### src/rtl/sin_freq_est.sv
// Sine frequency estimator: counts samples over 2^log2navg rising zero-crossing periods and divides into an NCO phase increment.
// Optional macro FEST_HYST_EN arms on fsin_i <= -hyst; otherwise any negative sample arms.
module sin_freq_est #(
    parameter int mpr      = 14,
    parameter int apr      = 32,
    parameter int cntw     = 24,
    parameter int log2navg = 2,
    parameter int hyst     = 64
) (
    input  logic                  clk,
    input  logic                  reset,
    input  logic                  clken,
    input  logic signed [mpr-1:0] fsin_i,
    input  logic                  in_valid,
    output logic [apr-1:0]        phi_inc_o,
    output logic                  out_valid,
    output logic                  busy,
    output logic                  overrun,
    output logic                  timeout
);
    localparam int pw = log2navg + 1;
    localparam int iw = $clog2(apr + 1);
    localparam logic [pw-1:0]   last_period = pw'((1 << log2navg) - 1);
    localparam logic [cntw-1:0] n_max       = '1;
    localparam logic [cntw:0]   navg        = (cntw+1)'(1 << log2navg);
    localparam logic [iw-1:0]   last_iter   = iw'(apr);
`ifdef FEST_HYST_EN
    localparam bit hyst_en = 1'b1;
`else
    localparam bit hyst_en = 1'b0;
`endif
    localparam int arm_level = hyst_en ? -hyst : -1;

    typedef enum logic {IDLE, MEAS} state_t;

    state_t          state_q, state_d;
    logic            armed_q, armed_d;
    logic [cntw-1:0] n_q, n_d, n_inc;
    logic [pw-1:0]   pcnt_q, pcnt_d;
    logic            complete, tmo;

    logic            accept, arm_hit, crossing;

    assign accept   = clken & in_valid;
    assign arm_hit  = int'(fsin_i) <= arm_level;
    assign crossing = armed_q && !fsin_i[mpr-1];
    assign n_inc    = n_q + 1'b1;

    always_ff @(posedge clk) begin
        if (reset) begin
            state_q <= IDLE;
            armed_q <= 1'b0;
            n_q     <= '0;
            pcnt_q  <= '0;
        end else begin
            state_q <= state_d;
            armed_q <= armed_d;
            n_q     <= n_d;
            pcnt_q  <= pcnt_d;
        end
    end

    // NOTE: every signal gets its hold value first, so no path through this block can infer a latch.
    always_comb begin
        state_d  = state_q;
        armed_d  = armed_q;
        n_d      = n_q;
        pcnt_d   = pcnt_q;
        complete = 1'b0;
        tmo      = 1'b0;
        if (accept) begin
            if (arm_hit)  armed_d = 1'b1;
            if (crossing) armed_d = 1'b0;
            case (state_q)
                IDLE: begin
                    if (crossing) begin
                        state_d = MEAS;
                        n_d     = '0;
                        pcnt_d  = '0;
                    end
                end
                MEAS: begin
                    n_d = n_inc;
                    if (crossing) begin
                        if (pcnt_q == last_period) begin
                            complete = 1'b1;
                            n_d      = '0;
                            pcnt_d   = '0;
                        end else begin
                            pcnt_d = pcnt_q + 1'b1;
                        end
                    end
                    // A block that never closes gives up and waits for a fresh crossing.
                    if (!complete && n_inc == n_max) begin
                        tmo     = 1'b1;
                        state_d = IDLE;
                        armed_d = 1'b0;
                        n_d     = '0;
                    end
                end
            endcase
        end
    end

    // Restoring divider for 2^(apr+log2navg) / N. The integer part above apr bits is nonzero
    // exactly when N <= 2^log2navg (saturation); otherwise the partial remainder starts at 2^log2navg.
    logic [iw-1:0]   it_q;
    logic [cntw:0]   rem_q;
    logic [cntw-1:0] div_q;
    logic [apr-1:0]  quo_q;
    logic            sat_q;
    logic [cntw+1:0] rem_sh, rem_sub;
    logic            q_bit, start, iterate, finish;

    assign rem_sh  = {rem_q, 1'b0};
    assign rem_sub = rem_sh - {2'b00, div_q};
    assign q_bit   = rem_sh >= {2'b00, div_q};
    assign start   = complete && !busy;
    assign iterate = busy && (it_q != last_iter);
    assign finish  = busy && (it_q == last_iter);

    // NOTE: the divider datapath carries no reset; busy alone qualifies it, so stale contents are never observed.
    always_ff @(posedge clk) begin
        if (start) begin
            div_q <= n_inc;
            it_q  <= '0;
            rem_q <= navg;
            quo_q <= '0;
            sat_q <= ({1'b0, n_inc} <= navg);
        end else if (iterate) begin
            rem_q <= (cntw+1)'(q_bit ? rem_sub : rem_sh);
            quo_q <= {quo_q[apr-2:0], q_bit};
            it_q  <= it_q + 1'b1;
        end
    end

    // NOTE: registers take non-blocking assignments so every process sees pre-edge values.
    always_ff @(posedge clk) begin
        if (reset) begin
            busy      <= 1'b0;
            phi_inc_o <= '0;
            out_valid <= 1'b0;
            overrun   <= 1'b0;
            timeout   <= 1'b0;
        end else begin
            out_valid <= 1'b0;
            timeout   <= tmo;
            if (complete && busy) overrun <= 1'b1;
            if (finish) begin
                busy      <= 1'b0;
                out_valid <= 1'b1;
                phi_inc_o <= sat_q ? '1 : quo_q;
            end else if (start) begin
                busy <= 1'b1;
            end
        end
    end
endmodule

### config.mk
export PLATFORM = sky130hd
export DESIGN_NAME = sin_freq_est
export DESIGN_NICKNAME = d
export VERILOG_FILES = /design/src/rtl/sin_freq_est.sv
export SDC_FILE = /design/constraint.sdc
export NUM_CORES = 1
export LEC_CHECK = 0
export BUFFER_PORTS_ARGS = -buffer_cell sky130_fd_sc_hd__buf_4
export CORE_MARGIN = 4
export CORE_UTILIZATION = 45
export DETAILED_ROUTE_END_ITERATION = 10
export PLACE_DENSITY_LB_ADDON = 0.12
export SYNTH_ARGS = -nofsm -noshare
export SYNTH_HDL_FRONTEND = slang
export SYNTH_SLANG_ARGS = --single-unit
### constraint.sdc
create_clock -name clk -period 5.1 [get_ports clk]
set_input_delay 0.51 -clock clk [delete_from_list [all_inputs] [get_ports clk]]
set_output_delay 0.51 -clock clk [all_outputs]
set_load 0.01 [all_outputs]
# Word-level counts from Yosys, hierarchy flattened
# Index checks and enable logic that the tools add are counted.
[totals] regBits=153 latchBits=0 ramBits=0 mem_bits_ro=0 input_bits=18 out_inout_bits=36 mem_count=0
[classes] n_addsub=4 n_mul=0 div_mod_pow=0 order_cmp=3 n_eq_ne=6 n_shift=0 n_mux=26 bitwise=3 n_reduce_logical=13
[ops] op="two-way mux 24 bit" count=4
[ops] op="case mux 24 bit (2 select lines)" count=1
[ops] op="two-way mux 32 bit" count=1
[ops] op="greater-or-equal comparator 26 x 24 -> 1 bit" count=1
[ops] op="two-way mux 25 bit" count=1
[ops] op="subtractor 25 x 24 -> 25 bit" count=1
[ops] op="adder 24 x 1 -> 24 bit, second input constant" count=1
[ops] op="equality test 24 bit, second input constant" count=1
[ops] op="less-or-equal comparator 24 x 3 -> 1 bit, second input constant" count=1
[ops] op="less-or-equal comparator 14 x 1 -> 1 bit, second input constant" count=1
[ops] op="two-way mux 1 bit" count=14
[ops] op="two-way mux 3 bit" count=3
[ops] op="adder 6 x 1 -> 6 bit, second input constant" count=1
[ops] op="equality test 6 bit, second input constant" count=1
[ops] op="logical AND 1 bit" count=6
[ops] op="inequality test 6 bit, second input constant" count=1
[ops] op="case mux 3 bit (2 select lines)" count=1
[ops] op="adder 3 x 1 -> 3 bit, second input constant" count=1
[ops] op="equality test 3 x 2 -> 1 bit, second input constant" count=1
[ops] op="logical NOT 1 bit" count=3
[ops] op="AND reduction 3 bit" count=1
[ops] op="OR reduction 3 bit" count=1
[ops] op="inequality test 2 x 1 -> 1 bit, second input constant" count=1
[ops] op="inequality test 2 bit, second input constant" count=1
[ops] op="5 further kinds" count=6

# Logic depth before layout (Yosys ltp)
# Gate-level depths: netlist of run 1.
[logic_depth] word_depth=9 mapped_depth=12

# Worst setup path before layout of run 1
# Ideal clock, no wire load.
[synth_path] kind="input -> register" from="in fsin_i[13]" to="reg rem_q[10]" setup_time_ns=0.128 arrival_ns=3.116 required_ns=4.972 setup_slack_ns=1.856 stages=8 path_buffers=2 cell_sequence="nand4bb_1 or2_2 nor2_1 nor2_1 clkbuf_1 clkbuf_1 nand2_1 o21ai_0"
[synth_via] elab_chain_cells=8
[synth_rtl] item="from (decl)" line_no="13" rtl="input logic signed [mpr-1:0] fsin_i,"
[synth_rtl] item="logical NOT 1 bit" line_no="46" rtl="assign crossing = armed_q && !fsin_i[mpr-1];"
[synth_rtl] item="logical AND 1 bit" line_no="46"
[synth_rtl] item="two-way mux 1 bit" line_no="84" rtl="if (crossing) begin"
[synth_rtl] item="two-way mux 1 bit" line_no="74" rtl="case (state_q)"
[synth_rtl] item="two-way mux 1 bit" line_no="71" rtl="if (accept) begin"
[synth_rtl] item="two-way mux 1 bit" line_no="74"
[synth_rtl] item="two-way mux 1 bit" line_no="71"
[synth_rtl] item="logical AND 1 bit" line_no="118" rtl="assign start = complete && !busy;"
[synth_rtl] item="via start" line_no="113" rtl="logic q_bit, start, iterate, finish;"
[synth_rtl] item="to (signal assigned)" line_no="127" rtl="rem_q <= navg;"
[synth_rtl] item="to (signal assigned)" line_no="131" rtl="rem_q <= (cntw+1)'(q_bit ? rem_sub : rem_sh);"
[synth_rtl] item="to (decl)" line_no="108" rtl="logic [cntw:0] rem_q;"
# The timed path passes the listed nets, and every way through them passes these cells. The select of a mux whose other input is x is not followed.
# A chain may end at the register's enable or synchronous reset.

# Final worst setup path of run 1
[layout_path] from="reg rem_q[0]" to="reg rem_q[4]"
[layout_via] elab_chain_cells=2 word_cells_on_any_way=3 classes_between="1 x add/sub; 1 x order compare; 1 x mux"
[layout_rtl] item="subtractor 25 x 24 -> 25 bit or greater-or-equal comparator 26 x 24 -> 1 bit (tied branches)" line_no="116, 117"
[layout_rtl] item="two-way mux 25 bit *" line_no="131"
# Mark *: on every way between the ends. The rest lies on a longest branch, timed or not.

==> results of run 1 <==
## cell families after synthesis
logic type | after synthesis | synth area share (%)
flip-flops | 153 | 44.30
AO/OA/AOI/OAI | 179 | 16.75
XOR/XNOR | 44 | 5.153
buffers and inverters | 95 | 5.387
multiplexers | 20 | 2.694
AND/OR/NAND/NOR | 309 | 20.60
adder cells (fa/ha/maj) | 30 | 5.120
## worst max-delay path by stage
stage	startpoint	cells after the start	slack (ns)	end
CTS	n_q[0]$_SDFFE_PP0P_	9	1.68	n_q[21]$_SDFFE_PP0P_
finish	rem_q[0]$_SDFFE_PP0P_	11	1.67	rem_q[4]$_SDFFE_PP0P_
global route	n_q[0]$_SDFFE_PP0P_	9	1.38	n_q[21]$_SDFFE_PP0P_
floorplan	fsin_i[13]	8	1.86	rem_q[10]$_SDFFE_PP0P_
detailed placement	n_q[0]$_SDFFE_PP0P_	9	1.68	n_q[21]$_SDFFE_PP0P_
global placement	n_q[0]$_SDFFE_PP0P_	9	1.81	n_q[21]$_SDFFE_PP0P_
## registers in the layout, indices dropped and copies added, names as in the netlist
register   cells
rem_q         25
n_q           24
quo_q         32
sat_q          1
pcnt_q         3
state_q        1
div_q         24
out_valid      1
armed_q        1
busy           1
timeout        1
phi_inc_o     32
it_q           6
overrun        1
## worst max-delay path, cell delays in order, from the launching register on
cell and delay, ns:
dfxtp_1 0.36, inv_1 0.09, fa_1 0.47, nor2b_1 0.23, o31ai_1 0.14, a21o_1 0.20, a21oi_1 0.37, a311oi_1 0.18
nor2_2 0.52, buf_4 0.38, mux2i_1 0.22, o21ai_0 0.09
## layout make-up
| class | instances | area, um2 |
|---|---|---|
| fill | 1455 | 7570 |
| multi-input combinational | 582 | 3791 |
| sequential | 153 | 3313 |
| clock buffer | 19 | 442.9 |
| timing repair buffer | 46 | 345.3 |
| tap | 216 | 270.3 |
| inverter | 52 | 195.2 |
| clock inverter | 13 | 130.1 |
## per-stage QoR
step                power [mW]  utilization (%)
floorplan                1.260                -
global placement         1.265            49.29
detailed placement       1.266            49.29
CTS                      2.495            52.86
global route             2.551            52.86
finish                   2.467            52.86
## Yosys cell counts (8+ instances only)
cell / instances / area share [%]
nor4_1: 8 / 0.67
a22o_1: 33 / 3.9
o21ai_2: 10 / 1.2
a21o_1: 11 / 1.1
ha_1: 29 / 4.9
clkbuf_1: 32 / 1.6
edfxtp_1: 25 / 10
nand4_1: 14 / 1.2
a21oi_1: 29 / 1.9
inv_1: 52 / 2.6
dfxtp_1: 128 / 34
nand2_1: 80 / 4.0
nand3_1: 20 / 1.3
nor3_1: 73 / 4.9
o21ai_0: 47 / 3.1
xnor2_1: 28 / 3.3
mux2i_1: 19 / 2.5
nor2_1: 67 / 3.4
xor2_1: 16 / 1.9
## routing by layer
layer	GRT usage, %	part of all wire, %	routed length, um
met5	0	0	0
met4	6.541	2.2	355
met3	4.412	3.6	580
met2	27.22	45	7336
met1	24.87	49	7880
## power by group
group | total [mW] | internal, mW | switching (mW) | leakage (nW)
registers | 1.22 | 1.22 | 0.000406 | 1.31
logic | 0.0160 | 0.00361 | 0.0124 | 1.94
clock network | 1.23 | 0.698 | 0.530 | 0.282
==> parameters.txt, run 1 <==
Parameter                              Value

Detailed routing
  DRT antenna net count ... 0
  Total DRC errors in the routed layout ... 0
  Post-detailed-route wirelength per cell ... 14.94 um
  First DRT Iteration DRCs ... 446
  Vias post-DR ... 5,995
  Number of iterations in the first detailed-routing pass ... 5
  Ratio of routed vias to standard cells ... 5.546
  Total length of routed wires ... 16,150 um

Synthesis
  Ys Warns ... 0
  Number of library cell types mapped by synthesis ... 71
  Gate count of the mapped netlist ... 830
  Number of synthesized flops with an enable pin ... 25
  Post-synthesis sequential area ratio ... 44.30%
  Most used flip-flop cell after synthesis ... dfxtp_1
  Async set-or-reset flop fraction in the synthesized netlist ... 0%
  FF+latch count, synth ... 153
  Total nets after synthesis ... 878
  Mapped Area ... 7478 um2
  Average cell area after synthesis ... 9.010 um2

Timing
  Setup Total Neg Slack ... 0 ns
  Maximum clock rate ... 291.4 MHz
  RSZ-0062 raised after global routing ... false
  Relative max-transition margin ... 26.89%
  Number of max-slew violations in the final report ... 0
  Post-Route Skew ... 0.009475 ns
  Fin worst setup slack ... 1.669 ns
  Setup Viol. Count Final ... 0
  Pin slew with the least headroom to its limit ... 1.097 ns
  Number of hold violations in the final report ... 0
  Hold WS ... 0.3669 ns
  Min cycle time layout ... 3.431 ns
  Final period util ... 67.28%

Setup path
  Worst Reg-to-Reg Cells ... 11
  Crit path required time ... 5.37 ns
  Launch instance of the worst register-to-register path ... rem_q[0]$_SDFFE_PP0P_
  Startpoint type of the worst setup path ... flip-flop
  Kind of critical path ... reg -> reg
  Capturing element type of the critical path ... flip-flop
  Maximum fanout count along the critical path ... 16
  FF-to-FF End ... rem_q[4]$_SDFFE_PP0P_
  Worst endpoint data arrival time ... 3.71 ns
  Reg2Reg Setup Slack ... 1.67 ns

Layout
  Diodes inserted ... 0
  NumNets Final ... 900
  Fraction of final layout cells with drive strength greater than 1 ... 12.49%
  Area growth from synthesis to layout ... 13.50%
  Leading cell types in the layout, fill and taps excluded ... dfxtp_1 (128), nand2_1 (80), nor3_1 (73)
  Design Area, Final ... 8488 um2
  Non-filler cells, final ... 1,081
  Most common cell after layout, fill and taps aside ... dfxtp_1

Clocking
  Count of H-tree levels built during CTS ... 4
  Setup Fix Bufs, Post-CTS ... 0
  Register clock-pin slew on the reported worst setup and hold paths ... 0.07 ns
  Skew-Pair Late Insertion Delay ... 0.42 ns
  Number of buffers added by the clock tree synthesis step ... 17
  Post-CTS resize count ... 0
  Cell chosen for the clock root ... clkbuf_16
  CTS tree ... done
  Post-CTS Hold Buffers ... 0
  TritonCTS Sinks ... 153
  Largest buffer count on any clock path ... 2

Worst hold path
  Worst Hold Path EP ... armed_q$_SDFFE_PP0P_
  Worst hold-check path type ... in -> reg
  Launch instance of the worst min-delay path ... fsin_i[13]
  Hold Crit Depth ... 3

Global routing
  Largest net degree at the start of global routing ... 46
  Antenna violations before repair ... 0
  Total routing resource utilization after global routing ... 17.93%
  Global-route wire length before repair ... 27,230 um
  Via count of the first global-routing pass ... 5,612
  Remaining global-route overflow ... 0

Die
  Number of top-level pins ... 54
  Initial standard-cell utilization of the core ... 46.57%
  Cell row count ... 46
  Total Die Area ... 18,750 um2
  Die X ... 136.9 um
  Placeable core region ... 16,060 um2
  Vertical extent of the die ... 136.9 um

Placed design
  Placed Instances ... 1,049
  Detailed-placement wirelength estimate ... 11,380 um
  Routability congestion estimate ... 0.9049
  Input/output buffers ... 40
  Placed inst area ... 7915 um2
  Setup slack after placement ... 1.685 ns

Power
  Largest vdd supply drop ... 0.0002647 V
  Cell leakage power ... 3.525 nW
  Cell area power density ... 290.6 nW/um2

Run
  Max_cap viols ... 0

Run status
  Status ... complete, no violations
(Power assumes the default switching activity.)
==> run 2, diff against run 1 <==
--- a/config.mk
+++ b/config.mk
@@ -5,6 +5,7 @@
 export SDC_FILE = /design/constraint.sdc
 export NUM_CORES = 1
 export LEC_CHECK = 0
+export ABC_AREA = 1
 export BUFFER_PORTS_ARGS = -buffer_cell sky130_fd_sc_hd__buf_4
 export CORE_MARGIN = 4
 export CORE_UTILIZATION = 45
==> constraint.sdc (replaced) <==
create_clock -name clk -period 3.5 [get_ports clk]
set_input_delay 0.35 -clock clk [delete_from_list [all_inputs] [get_ports clk]]
set_output_delay 0.35 -clock clk [all_outputs]
set_load 0.01 [all_outputs]
==> run 2 against run 1 <==
Net effect:
- critical path depth did not move
- synthesized cell count rose by 31%
- global-route usage rose by 1.7 points
- clock-buffer cell count fell by 2
- register-to-register slack got worse by 0.84 ns
- clock power rose by 53%
- utilization fell by 0.12 points
- critical endpoint is now n_q[22]$_SDFFE_PP0P_
- highest routed layer unchanged
==> parameters.txt, run 2 <==
Parameter                              Value

Timing
  Post-Route Skew ... 0.01312 ns
  Setup Total Neg Slack ... 0 ns
  Setup Viol. Count Final ... 0
  RSZ-0062 raised after global routing ... false
  Number of max-slew violations in the final report ... 0
  Final period util ... 76.24%
  Number of hold violations in the final report ... 0
  Maximum clock rate ... 374.7 MHz
  Relative max-transition margin ... 29.98%
  Min cycle time layout ... 2.669 ns
  Pin slew with the least headroom to its limit ... 1.049 ns
  Fin worst setup slack ... 0.8314 ns

Power
  Switch Pwr ... 1.314 mW
  Cell leakage power ... 3.787 nW
  Cell-internal power ... 3.086 mW
  Proportion of power drawn by flip-flops and latches ... 44.3%
  Cell area power density ... 477.4 nW/um2
  Switching power share of the total ... 29.86%
  Largest vdd supply drop ... 0.0003186 V
  Logic gate share of total power ... 13.1%
  Part of the power in the clock network ... 42.6%

Setup path
  Capturing element type of the critical path ... flip-flop
  Kind of critical path ... reg -> reg
  Crit path required time ... 3.86 ns
  Dominant cell type by count on the critical path ... nand3_1
  Biggest cell delay along the critical path ... 0.51 ns
  Launch instance of the worst register-to-register path ... n_q[0]$_SDFFE_PP0P_
  Cells along the critical path ... ha_1 > nand2_1 > nor2_4 > nand3_1 > xor2_1 > nor2_1 > nand3_1 > nor2_4 > nand2_4 > nand3_1 > a21oi_1
  FF-to-FF End ... n_q[22]$_SDFFE_PP0P_
  Worst endpoint data arrival time ... 3.02 ns
  Crit-path slowest cell ... dfxtp_1
  Reg2Reg Setup Slack ... 0.83 ns
  Maximum fanout count along the critical path ... 24
  Worst Reg-to-Reg Cells ... 11
  Startpoint type of the worst setup path ... flip-flop

Layout
  Most common cell after layout, fill and taps aside ... nand2_1
  Area growth from synthesis to layout ... 13.45%
  Area occupied by multi-input gates ... 4091 um2
  Regs by FF count ... phi_inc_o: 32 flops, quo_q: 32 flops, rem_q: 25 flops
  Sequential cell area ... 3313 um2
  NumNets Final ... 1,160
  Leading cell types in the layout, fill and taps excluded ... nand2_1 (240), inv_1 (140), dfxtp_1 (128)
  Filler cell count in the final layout ... 1,712
  Fraction of final layout cells with drive strength greater than 1 ... 13.87%
  Diodes inserted ... 0

Detailed routing
  Number of iterations in the first detailed-routing pass ... 5
  Top routing layer in use ... met4
  Total DRC errors in the routed layout ... 0
  First DRT Iteration DRCs ... 362
  DRT antenna net count ... 0
  Metal1 wirelength ... 9337 um
  Sum of met3 wire segment lengths after detailed routing ... 611 um
  Ratio of routed vias to standard cells ... 5.108
  Met2 wire length ... 8863 um
  Vias post-DR ... 6,896
  Total length of routed wires ... 18,980 um
  Post-detailed-route wirelength per cell ... 14.06 um

Synthesis
  Top cell type by total area after synthesis ... dfxtp_1
  Async set-or-reset flop fraction in the synthesized netlist ... 0%
  Post-Synth Adder-Cell Area ... 4.713%
  Complex-gate fraction of the synthesized area ... 16.63%
  Post-synthesis sequential area ratio ... 40.78%
  Gate count of the mapped netlist ... 1,085
  Synth cell count leaders ... nand2_1 (240), inv_1 (140), dfxtp_1 (128)
  Number of library cell types mapped by synthesis ... 43
  FF+latch count, synth ... 153
  Total nets after synthesis ... 1,133
  Simple-Gate Fraction of Synth Area ... 26.14%
  Multiplexer share of the synthesized area ... 0%
  Number of synthesized flops with an enable pin ... 25
  Combinational family with the most area after synthesis ... simple AND/OR/NAND/NOR gates
  Average cell area after synthesis ... 7.488 um2
  Ys Warns ... 0
  Most used flip-flop cell after synthesis ... dfxtp_1
  Library cell with the highest instance count after synthesis ... nand2_1
  Dominant cells by area after synthesis ... dfxtp_1 (32%), nand2_1 (11%), edfxtp_1 (9.2%), inv_1 (6.5%), a21oi_1 (5.2%)
  Mapped Area ... 8124 um2
  Post-synthesis xor/xnor area fraction ... 2.803%
  Proportion of netlist area held by the largest area contributor ... 31.54%

Placed design
  Input/output buffers ... 40
  Routability congestion estimate ... 0.9406
  Setup slack after placement ... 0.8255 ns
  Detailed-placement wirelength estimate ... 13,550 um

Global routing
  Global-route wire length before repair ... 32,550 um
  Remaining global-route overflow ... 0
  Total routing resource utilization after global routing ... 19.60%
  Via count of the first global-routing pass ... 6,620
  Largest net degree at the start of global routing ... 63
  Antenna violations before repair ... 0

Clocking
  Post-CTS resize count ... 0
  TritonCTS Sinks ... 153
  CTS tree ... done
  Register clock-pin slew on the reported worst setup and hold paths ... 0.07 ns
  Number of buffers added by the clock tree synthesis step ... 17
  Setup Fix Bufs, Post-CTS ... 0
  Post-CTS Hold Buffers ... 0
  Cell chosen for the clock root ... clkbuf_16
  Largest buffer count on any clock path ... 2
  Skew-Pair Late Insertion Delay ... 0.43 ns
  Count of H-tree levels built during CTS ... 4

Die
  Vertical extent of the die ... 142.4 um
  Number of top-level pins ... 54
  Die X ... 142.4 um
  Placeable core region ... 17,480 um2
  Total Die Area ... 20,270 um2
  Cell row count ... 48
  Initial standard-cell utilization of the core ... 46.48%

Worst hold path
  Hold Crit Depth ... 4
  Worst hold-check path type ... in -> reg
  Worst Hold Path EP ... pcnt_q[1]$_SDFFE_PP0P_
  Launch instance of the worst min-delay path ... fsin_i[13]

Run
  Max_cap viols ... 0

Run status
  Status ... complete, no violations
==> run 2: cell count changes after synthesis, sizes merged, moves of 33 or more <==
cell   delta
nand2   +164
nand3    +50
nor2     +41
a21oi    +76
nor3     -62
inv      +93
a22o     -33
==> run 2: cells by family (layout without fill, tap and decap cells) <==
family | Yosys count | after routing
buf+inv | 186 | 226
compound gates | 235 | 235
flops | 153 | 153
fa+ha+maj | 30 | 30
xor+xnor | 23 | 23
simple gates | 458 | 458
==> run 2: worst max-delay path by stage <==
| stage | start | endpoint | cells after the start |
|---|---|---|---|
| floorplan | state_q$_SDFFE_PP0P_ | rem_q[11]$_SDFFE_PP0P_ | 11 |
| global placement | n_q[0]$_SDFFE_PP0P_ | n_q[22]$_SDFFE_PP0P_ | 11 |
| detailed placement | n_q[0]$_SDFFE_PP0P_ | n_q[0]$_SDFFE_PP0P_ | 11 |
| CTS | n_q[0]$_SDFFE_PP0P_ | n_q[0]$_SDFFE_PP0P_ | 11 |
| global route | n_q[0]$_SDFFE_PP0P_ | n_q[0]$_SDFFE_PP0P_ | 11 |
| finish | n_q[0]$_SDFFE_PP0P_ | n_q[22]$_SDFFE_PP0P_ | 11 |
==> run 2: layout make-up <==
cell class,instances,share of cell area (%)
clock inverters,15,2.091
flip-flops and latches,153,35.95
multi-input cells,746,44.39
well taps,225,3.055
inverters,145,5.906
clock buffers,17,4.616
repair buffers,49,3.991
==> run 2: critical path, delay by kind of cell (launching register included) <==
kind	cells	cell delay (ns)
AND/OR/NAND/NOR	8	1.15
adder cells (fa/ha/maj)	1	0.29
AO/OA/AOI/OAI	1	0.14
flip-flops	1	0.51
XOR/XNOR	1	0.47
==> run 2: stage by stage <==
stage	std cells	area [um2]	hold WS (ns)	total power, mW	utilization, %
3_5_place_dp	1318	8598	0.4468	2.556	49.20
4_1_cts	1350	9216	0.2271	4.440	52.73
3_3_place_gp	1318	8598	0.4351	2.552	49.20
5_1_grt	1350	9216	0.2546	4.624	52.73
6_report	1350	9216	0.2436	4.400	52.73
2_1_floorplan	1085	8124	0.4231	2.429	-
==> run 2: metal layers <==
layer | global-route usage, % | up-vias
met5 | 0 | -
met4 | 4.552 | 0
met3 | 3.696 | 16
met2 | 31.68 | 86
met1 | 27.34 | 3182
li1 | - | 3612
==> run 2: power groups by stage <==
stage                     Combinational, mW  Clock, mW  Sequential (mW)
after floorplan                       0.457          0             1.97
after global placement                0.564          0             1.99
after detailed placement              0.569          0             1.99
after CTS                             0.574       1.92             1.95
after global routing                  0.664       2.00             1.96
final                                 0.576       1.88             1.95
